File: config.mk
export PLATFORM = sky130hd
export DESIGN_NAME = johnson_controller_flat
export DESIGN_NICKNAME = d
export VERILOG_FILES = /design/src/rtl/johnson_pkg.sv /design/src/rtl/johnson_controller_if.sv /design/src/rtl/johnson_core.sv /design/src/rtl/johnson_controller.sv /design/src/flat_wrapper.sv
export SDC_FILE = /design/constraint.sdc
export NUM_CORES = 1
export LEC_CHECK = 0
export ABC_AREA = 1
export CORE_MARGIN = 8
export CORE_UTILIZATION = 46
export CTS_CLUSTER_SIZE = 40
export DETAILED_ROUTE_END_ITERATION = 8
export GPL_TIMING_DRIVEN = 0
export MAX_ROUTING_LAYER = met4
export PLACE_DENSITY = 0.76
export SYNTH_ARGS = -nofsm -noshare
export SYNTH_HDL_FRONTEND = slang
export SYNTH_HIERARCHICAL = 1
export SYNTH_SLANG_ARGS = --single-unit
File: constraint.sdc
create_clock -name clk -period 1.53 [get_ports clk]
set_clock_uncertainty 0.15 [all_clocks]
set_input_delay 0.153 -clock clk [delete_from_list [all_inputs] [get_ports clk]]
set_output_delay 0.153 -clock clk [all_outputs]
set_load 0.02 [all_outputs]
File: src/rtl/johnson_pkg.sv
// -----------------------------------------------------------------------------
// johnson_pkg
// Shared definitions for the Johnson counter controller:
//   op_e              command opcodes carried on cmd_op
//   state_e           controller FSM state encoding
//   is_legal_johnson  checks that a value is one of the 2*WIDTH Johnson states
// -----------------------------------------------------------------------------
package johnson_pkg;

  // Widest register the legality check can inspect.
  localparam int MAX_JW = 32;

  typedef enum logic [1:0] {
    OP_STEP  = 2'b00,
    OP_LOAD  = 2'b01,
    OP_CLEAR = 2'b10,
    OP_RSVD  = 2'b11
  } op_e;

  typedef enum logic [1:0] {
    ST_IDLE = 2'b00,
    ST_RUN  = 2'b01,
    ST_DONE = 2'b10
  } state_e;

  // A Johnson value has at most one boundary between a run of ones and a run
  // of zeros among its low 'width' bits.
  function automatic logic is_legal_johnson(input logic [MAX_JW-1:0] value,
                                            input int width);
    int n;
    n = 0;
    for (int i = 0; i < MAX_JW - 1; i++) begin
      if ((i < width - 1) && (value[i] != value[i+1])) n++;
    end
    return (n <= 1);
  endfunction

endpackage

File: src/rtl/johnson_controller_if.sv
// -----------------------------------------------------------------------------
// johnson_controller_if
// Command and status bundle between a control master and johnson_controller.
//   cmd_valid/cmd_ready  command handshake
//   cmd_op/dir/steps/value  command payload
//   hold                 freezes a running STEP
//   out/busy/done/err    counter value and status
// master: drives commands; slave: the controller.
// -----------------------------------------------------------------------------
interface johnson_controller_if #(
  parameter int WIDTH = 4,
  parameter int CNT_W = 8
);
  logic             cmd_valid;
  logic             cmd_ready;
  logic [1:0]       cmd_op;
  logic             cmd_dir;
  logic [CNT_W-1:0] cmd_steps;
  logic [WIDTH-1:0] cmd_value;
  logic             hold;
  logic [WIDTH-1:0] out;
  logic             busy;
  logic             done;
  logic             err;

  modport master (
    output cmd_valid, cmd_op, cmd_dir, cmd_steps, cmd_value, hold,
    input  cmd_ready, out, busy, done, err
  );

  modport slave (
    input  cmd_valid, cmd_op, cmd_dir, cmd_steps, cmd_value, hold,
    output cmd_ready, out, busy, done, err
  );
endinterface

File: src/rtl/johnson_core.sv
// -----------------------------------------------------------------------------
// johnson_core
// WIDTH-bit Johnson shift register.
//   clk, rst        clock, asynchronous active-low reset (register -> 0)
//   en_i, dir_i     shift one position; dir_i 0 forward, 1 reverse
//   load_i          load load_value_i (has priority over en_i)
//   load_value_i    value to load
//   out_o           current register value
// -----------------------------------------------------------------------------
module johnson_core
  import johnson_pkg::*;
#(
  parameter int WIDTH = 4
) (
  input  logic             clk,
  input  logic             rst,
  input  logic             en_i,
  input  logic             dir_i,
  input  logic             load_i,
  input  logic [WIDTH-1:0] load_value_i,
  output logic [WIDTH-1:0] out_o
);

  logic [WIDTH-1:0] jc_q;
  logic [WIDTH-1:0] jc_d;

  always_comb begin
    jc_d = jc_q;
    if (load_i) begin
      jc_d = load_value_i;
    end else if (en_i) begin
      // Forward feeds the inverted MSB into the LSB; reverse mirrors it.
      jc_d = dir_i ? {~jc_q[0], jc_q[WIDTH-1:1]}
                   : {jc_q[WIDTH-2:0], ~jc_q[WIDTH-1]};
    end
  end

  always_ff @(posedge clk or negedge rst) begin
    if (!rst) jc_q <= '0;
    else      jc_q <= jc_d;
  end

  assign out_o = jc_q;

endmodule

File: src/rtl/johnson_controller.sv
// -----------------------------------------------------------------------------
// johnson_controller
// Command sequencer for a Johnson counter: runs STEP commands for a programmed
// number of cycles in either direction (pausable via hold), loads legal
// Johnson values, clears, and flags illegal loads / reserved opcodes.
//   clk   rising-edge clock
//   rst   asynchronous active-low reset
//   bus   johnson_controller_if slave: command handshake, hold, out/busy/done/err
// -----------------------------------------------------------------------------
module johnson_controller
  import johnson_pkg::*;
#(
  parameter int WIDTH = 4,
  parameter int CNT_W = 8
) (
  input logic                 clk,
  input logic                 rst,
  johnson_controller_if.slave bus
);

  state_e           state_q, state_d;
  logic [CNT_W-1:0] rem_q, rem_d;
  logic             err_q, err_d;
  logic             dir_q, dir_d;

  logic             core_en;
  logic             core_load;
  logic [WIDTH-1:0] core_value;
  logic [WIDTH-1:0] core_out;
  op_e              op;
  logic             value_legal;

  assign op          = op_e'(bus.cmd_op);
  assign value_legal = is_legal_johnson(MAX_JW'(bus.cmd_value), WIDTH);

  johnson_core #(.WIDTH(WIDTH)) u_core (
    .clk          (clk),
    .rst          (rst),
    .en_i         (core_en),
    .dir_i        (dir_q),
    .load_i       (core_load),
    .load_value_i (core_value),
    .out_o        (core_out)
  );

  // State register
  always_ff @(posedge clk or negedge rst) begin
    if (!rst) begin
      state_q <= ST_IDLE;
      rem_q   <= '0;
      err_q   <= 1'b0;
      dir_q   <= 1'b0;
    end else begin
      state_q <= state_d;
      rem_q   <= rem_d;
      err_q   <= err_d;
      dir_q   <= dir_d;
    end
  end

  // Next-state and datapath control
  always_comb begin
    state_d    = state_q;
    rem_d      = rem_q;
    err_d      = err_q;
    dir_d      = dir_q;
    core_en    = 1'b0;
    core_load  = 1'b0;
    core_value = '0;
    unique case (state_q)
      ST_IDLE: begin
        // cmd_ready is constant 1 here, so cmd_valid alone means accept.
        if (bus.cmd_valid) begin
          err_d   = 1'b0;
          state_d = ST_DONE;
          unique case (op)
            OP_STEP: begin
              if (bus.cmd_steps != '0) begin
                dir_d   = bus.cmd_dir;
                rem_d   = bus.cmd_steps;
                state_d = ST_RUN;
              end
            end
            OP_LOAD: begin
              // Illegal values load zero so the counter never leaves the ring.
              core_load = 1'b1;
              if (value_legal) core_value = bus.cmd_value;
              else             err_d      = 1'b1;
            end
            OP_CLEAR: core_load = 1'b1;
            default:  err_d     = 1'b1;
          endcase
        end
      end
      ST_RUN: begin
        if (!bus.hold) begin
          core_en = 1'b1;
          rem_d   = rem_q - CNT_W'(1);
          if (rem_q == CNT_W'(1)) state_d = ST_DONE;
        end
      end
      ST_DONE: state_d = ST_IDLE;
      default: state_d = ST_IDLE;
    endcase
  end

  // Outputs decoded from registers only
  assign bus.cmd_ready = (state_q == ST_IDLE);
  assign bus.busy      = (state_q != ST_IDLE);
  assign bus.done      = (state_q == ST_DONE);
  assign bus.err       = err_q;
  assign bus.out       = core_out;

endmodule
File: src/flat_wrapper.sv
// flat-port wrapper written by rule: the top's interface ports become plain ports
module johnson_controller_flat import johnson_pkg::*;
#(
  parameter int WIDTH = 4,
  parameter int CNT_W = 8
)
  (clk, rst, bus_cmd_valid, bus_cmd_op, bus_cmd_dir, bus_cmd_steps, bus_cmd_value, bus_hold, bus_cmd_ready, bus_out, bus_busy, bus_done, bus_err);
  johnson_controller_if #(.WIDTH(WIDTH), .CNT_W(CNT_W)) bus_i ();
  input logic clk;
  input logic rst;
  input wire logic [$bits(bus_i.cmd_valid)-1:0] bus_cmd_valid;
  input wire logic [$bits(bus_i.cmd_op)-1:0] bus_cmd_op;
  input wire logic [$bits(bus_i.cmd_dir)-1:0] bus_cmd_dir;
  input wire logic [$bits(bus_i.cmd_steps)-1:0] bus_cmd_steps;
  input wire logic [$bits(bus_i.cmd_value)-1:0] bus_cmd_value;
  input wire logic [$bits(bus_i.hold)-1:0] bus_hold;
  output wire logic [$bits(bus_i.cmd_ready)-1:0] bus_cmd_ready;
  output wire logic [$bits(bus_i.out)-1:0] bus_out;
  output wire logic [$bits(bus_i.busy)-1:0] bus_busy;
  output wire logic [$bits(bus_i.done)-1:0] bus_done;
  output wire logic [$bits(bus_i.err)-1:0] bus_err;
  assign bus_i.cmd_valid = bus_cmd_valid;
  assign bus_i.cmd_op = bus_cmd_op;
  assign bus_i.cmd_dir = bus_cmd_dir;
  assign bus_i.cmd_steps = bus_cmd_steps;
  assign bus_i.cmd_value = bus_cmd_value;
  assign bus_i.hold = bus_hold;
  assign bus_cmd_ready = bus_i.cmd_ready;
  assign bus_out = bus_i.out;
  assign bus_busy = bus_i.busy;
  assign bus_done = bus_i.done;
  assign bus_err = bus_i.err;
  johnson_controller #(.WIDTH(WIDTH), .CNT_W(CNT_W)) u_core (.clk(clk), .rst(rst), .bus(bus_i));
endmodule
==> results of run 1 <==
sequential cells by signal, indices dropped and copies added, names as in the netlist:
register             flops
u_core/rem_q             8
u_core/u_core/out_o      4
u_core/state_q           2
u_core/bus.err           1
u_core/dir_q             1
final timing paths:
| kind | end | startpoint |
|---|---|---|
| max | u_core/u_core/out_o[3]$_DFFE_PN0P_ | bus_cmd_op[0] |
| min | u_core/bus.err$_DFFE_PN0P_ | rst |
| min reg2reg | u_core/rem_q[1]$_DFFE_PN0P_ | u_core/rem_q[1]$_DFFE_PN0P_ |
| max reg2reg | u_core/rem_q[5]$_DFFE_PN0P_ | u_core/state_q[0]$_DFFE_PN0P_ |
| max in group asynchronous | u_core/state_q[1]$_DFFE_PN0P_ | rst |
| min in group clk | u_core/u_core/out_o[0]$_DFFE_PN0P_ | bus_cmd_value[0] |
per-layer routing:
| metal | global-route usage (%) | routed length (um) | vias up |
|---|---|---|---|
| met5 | - | 0 | - |
| met4 | 4.51 | 34 | 0 |
| met3 | 1.45 | 82 | 2 |
| met2 | 24.9 | 1670 | 29 |
| met1 | 18.1 | 1530 | 604 |
| li1 | - | - | 688 |
kinds of logic after synthesis:
family | after synthesis | synth area share, %
xor gates and xnor gates | 3 | 2.05
and+or+nand+nor | 123 | 44.0
DFF | 16 | 31.2
AOI/OAI and AO/OA | 16 | 6.62
adders and majority gates | 7 | 6.82
buffers and inverters | 31 | 9.35
worst max-delay path, delay by kind of cell:
| kind | cells | cell delay, ps |
|---|---|---|
| buffers and inverters | 2 | 540 |
| AND/OR/NAND/NOR | 4 | 430 |
| adder cells (fa/ha/maj) | 1 | 270 |
| AO/OA/AOI/OAI | 1 | 140 |
power by group:
group	internal [mW]	leakage (nW)	switching [mW]
Combinational	0.768	0.759	1.11
Clock	0.0912	0.0138	0.130
Sequential	0.616	0.203	0.227
Total	1.47	0.976	1.46
area by class of cell:
class | count | area [sq um] | area share, %
multi-input combinational | 149 | 880 | 48.9
sequential | 16 | 402 | 22.3
timing repair buffer | 39 | 338 | 18.8
inverter | 30 | 118 | 6.54
tap | 31 | 38.8 | 2.16
clock buffer | 3 | 22.5 | 1.25
metrics by stage:
| stage | instances | hold slack, ps | setup TNS, ps |
|---|---|---|---|
| after floorplan | 196 | -293 | -4.37 |
| after global placement | 253 | 314 | -4740 |
| after detailed placement | 253 | 318 | -4900 |
| after CTS | 261 | 160 | -1.30 |
| after global routing | 268 | 194 | -375 |
| final | 268 | 145 | 0 |
timing repair:
action,CTS,global route
pin swaps,6,13
buffers inserted,6,7
setup endpoints to repair,21,15
resized for setup,37,23
Yosys cell counts:
cell      count
nand3b_1      1
xor2_1        1
inv_1        27
buf_4         1
or2_2         1
nand4_1       1
nor2_4        3
inv_2         3
xnor2_1       2
dfrtp_1      16
or2_4         1
nor2_1       15
nand3_1      13
o21ai_0       8
o31ai_1       2
a21oi_1       6
nand4_4       1
nor2_2        2
nor3b_1       4
nand3_4       1
ha_1          7
nand2_1      80
==> impl_metrics.py, run 1 <==
metrics = {
    "outcome": {
        "status": "complete, no violations",
    },
    "floorplanning": {
        "die_area_sq_um": 4740,
        "die_width_um": 68.9,
        "rows": 19,
        "core_region_area_sq_um": 2710,
        "die_h_um": 68.9,
        "io_pins": 27,
        "start_util_pct": 47.4,
    },
    "hold_path": {
        "hold_path.class": "input port to async pin",
    },
    "critical_path": {
        "slowest_delay_ps": 480,
        "startpoint_type": "input port",
        "worstPathRequired_ps": 1560,
        "cp_max_fo": 6,
        "rrSetupSlack_ps": 40,
        "crit_path_end_kind": "flop",
        "path_class": "input port to flop",
        "path_cells": "clkdlybuf4s50_1 -> inv_1 -> ha_1 -> nand2_1 -> nor2_4 -> nor2_2 -> a21oi_1 -> nand2_1",
        "reg2reg_depth": 7,
        "cp.arrival_ps": 1550,
        "critPathSlowestCell": "clkdlybuf4s50_1",
        "crit_top_cell": "nand2_1",
    },
    "cells_and_area": {
        "final_cell_area_sq_um": 1800,
        "fillers": 259,
        "final_nets": 265,
        "mostFrequentLayoutCells": "nand2_1, inv_1, clkdlybuf4s50_1, dfrtp_1",
        "final_common_cell": "nand2_1",
        "diodes": 0,
        "drive_gt1_share_pct": 23.6,
        "fin_util_pct": 66.3,
        "area_growth_syn_to_layout_pct": 39.9,
    },
    "grt": {
        "grt_pass1_vias": 1208,
        "grt_pass1_wl_mm": 5.24,
        "grtUsageTotal_pct": 14.8,
        "grt_max_degree": 17,
        "grt_overflow": 0,
        "antenna_found_initial": 0,
    },
    "timing": {
        "grt_setup_unrepaired": "true",
        "setup_violations": 0,
        "post-route-min-period_ps": 1520,
        "slew_viol_final": 0,
        "finalCritPeriodShare_pct": 99.3,
        "maxSlewHeadroom_pct": 51.4,
        "fmax_mhz": 658,
        "hold_viol": 0,
        "tightest_slew_ps": 727,
        "finalWorstSetupSlack_ps": 11.2,
    },
    "detailed_routing": {
        "antenna_left": 0,
        "viasPerCell": 4.94,
        "wirelength_mm": 3.33,
        "drc_errors": 0,
        "post_drt_wl_per_cell_um": 12.4,
        "routed-via-count": 1323,
        "drtIter0Drc": 42,
        "dr.pass1.iters": 5,
    },
    "logic_synthesis": {
        "ys_ff_latch": 16,
        "ys_top_cells_by_area": "dfrtp_1, nand2_1, inv_1, ha_1, nand3_1",
        "ys_types": 22,
        "syn-num-nets": 222,
        "yosysWarnings": 6,
        "syn_area_sq_um": 1280,
        "synth_top_area_share_pct": 31.2,
        "synth_seq_area_share_pct": 31.2,
        "postSynthCellCount": 196,
        "avgSynthCellArea_sq_um": 6.56,
        "yosysTopAreaCell": "dfrtp_1",
    },
    "placed_design": {
        "post_dp_cell_area_sq_um": 1590,
        "hpwl_mm": 2.35,
        "dp_slack_ps": -689,
        "gp_congestion": 0.862,
        "io_buffers": 26,
    },
    "power_and_ir_drop": {
        "powerDensity_nw_per_um2": 1630,
        "total_power_mw": 2.94,
        "p_leak_nw": 0.976,
        "peakVddDrop_mv": 1.15,
    },
    "clock_tree": {
        "clock_sinks": 16,
        "htreeDepth": 1,
        "root_buffer": "clkbuf_4",
        "cts_buffers": 3,
        "cts_tree": "yes",
        "postCtsHoldBufs": 0,
        "clock_latency_ps": 280,
        "clkTransAtPathRegs_ps": 90,
        "clk_path_buf_depth": 2,
    },
    "flow_run": {
        "maxCapViolCount": 0,
    },
}
(Power assumes the default switching activity.)
==> run 2, diff against run 1 <==
--- a/config.mk
+++ b/config.mk
@@ -6,6 +6,7 @@
 export NUM_CORES = 1
 export LEC_CHECK = 0
 export ABC_AREA = 1
+export CAP_MARGIN = 20
 export CORE_MARGIN = 8
 export CORE_UTILIZATION = 46
 export CTS_CLUSTER_SIZE = 40
==> results of run 2 <==
No change in the layout: final DEF, timing and power equal those of run 1.
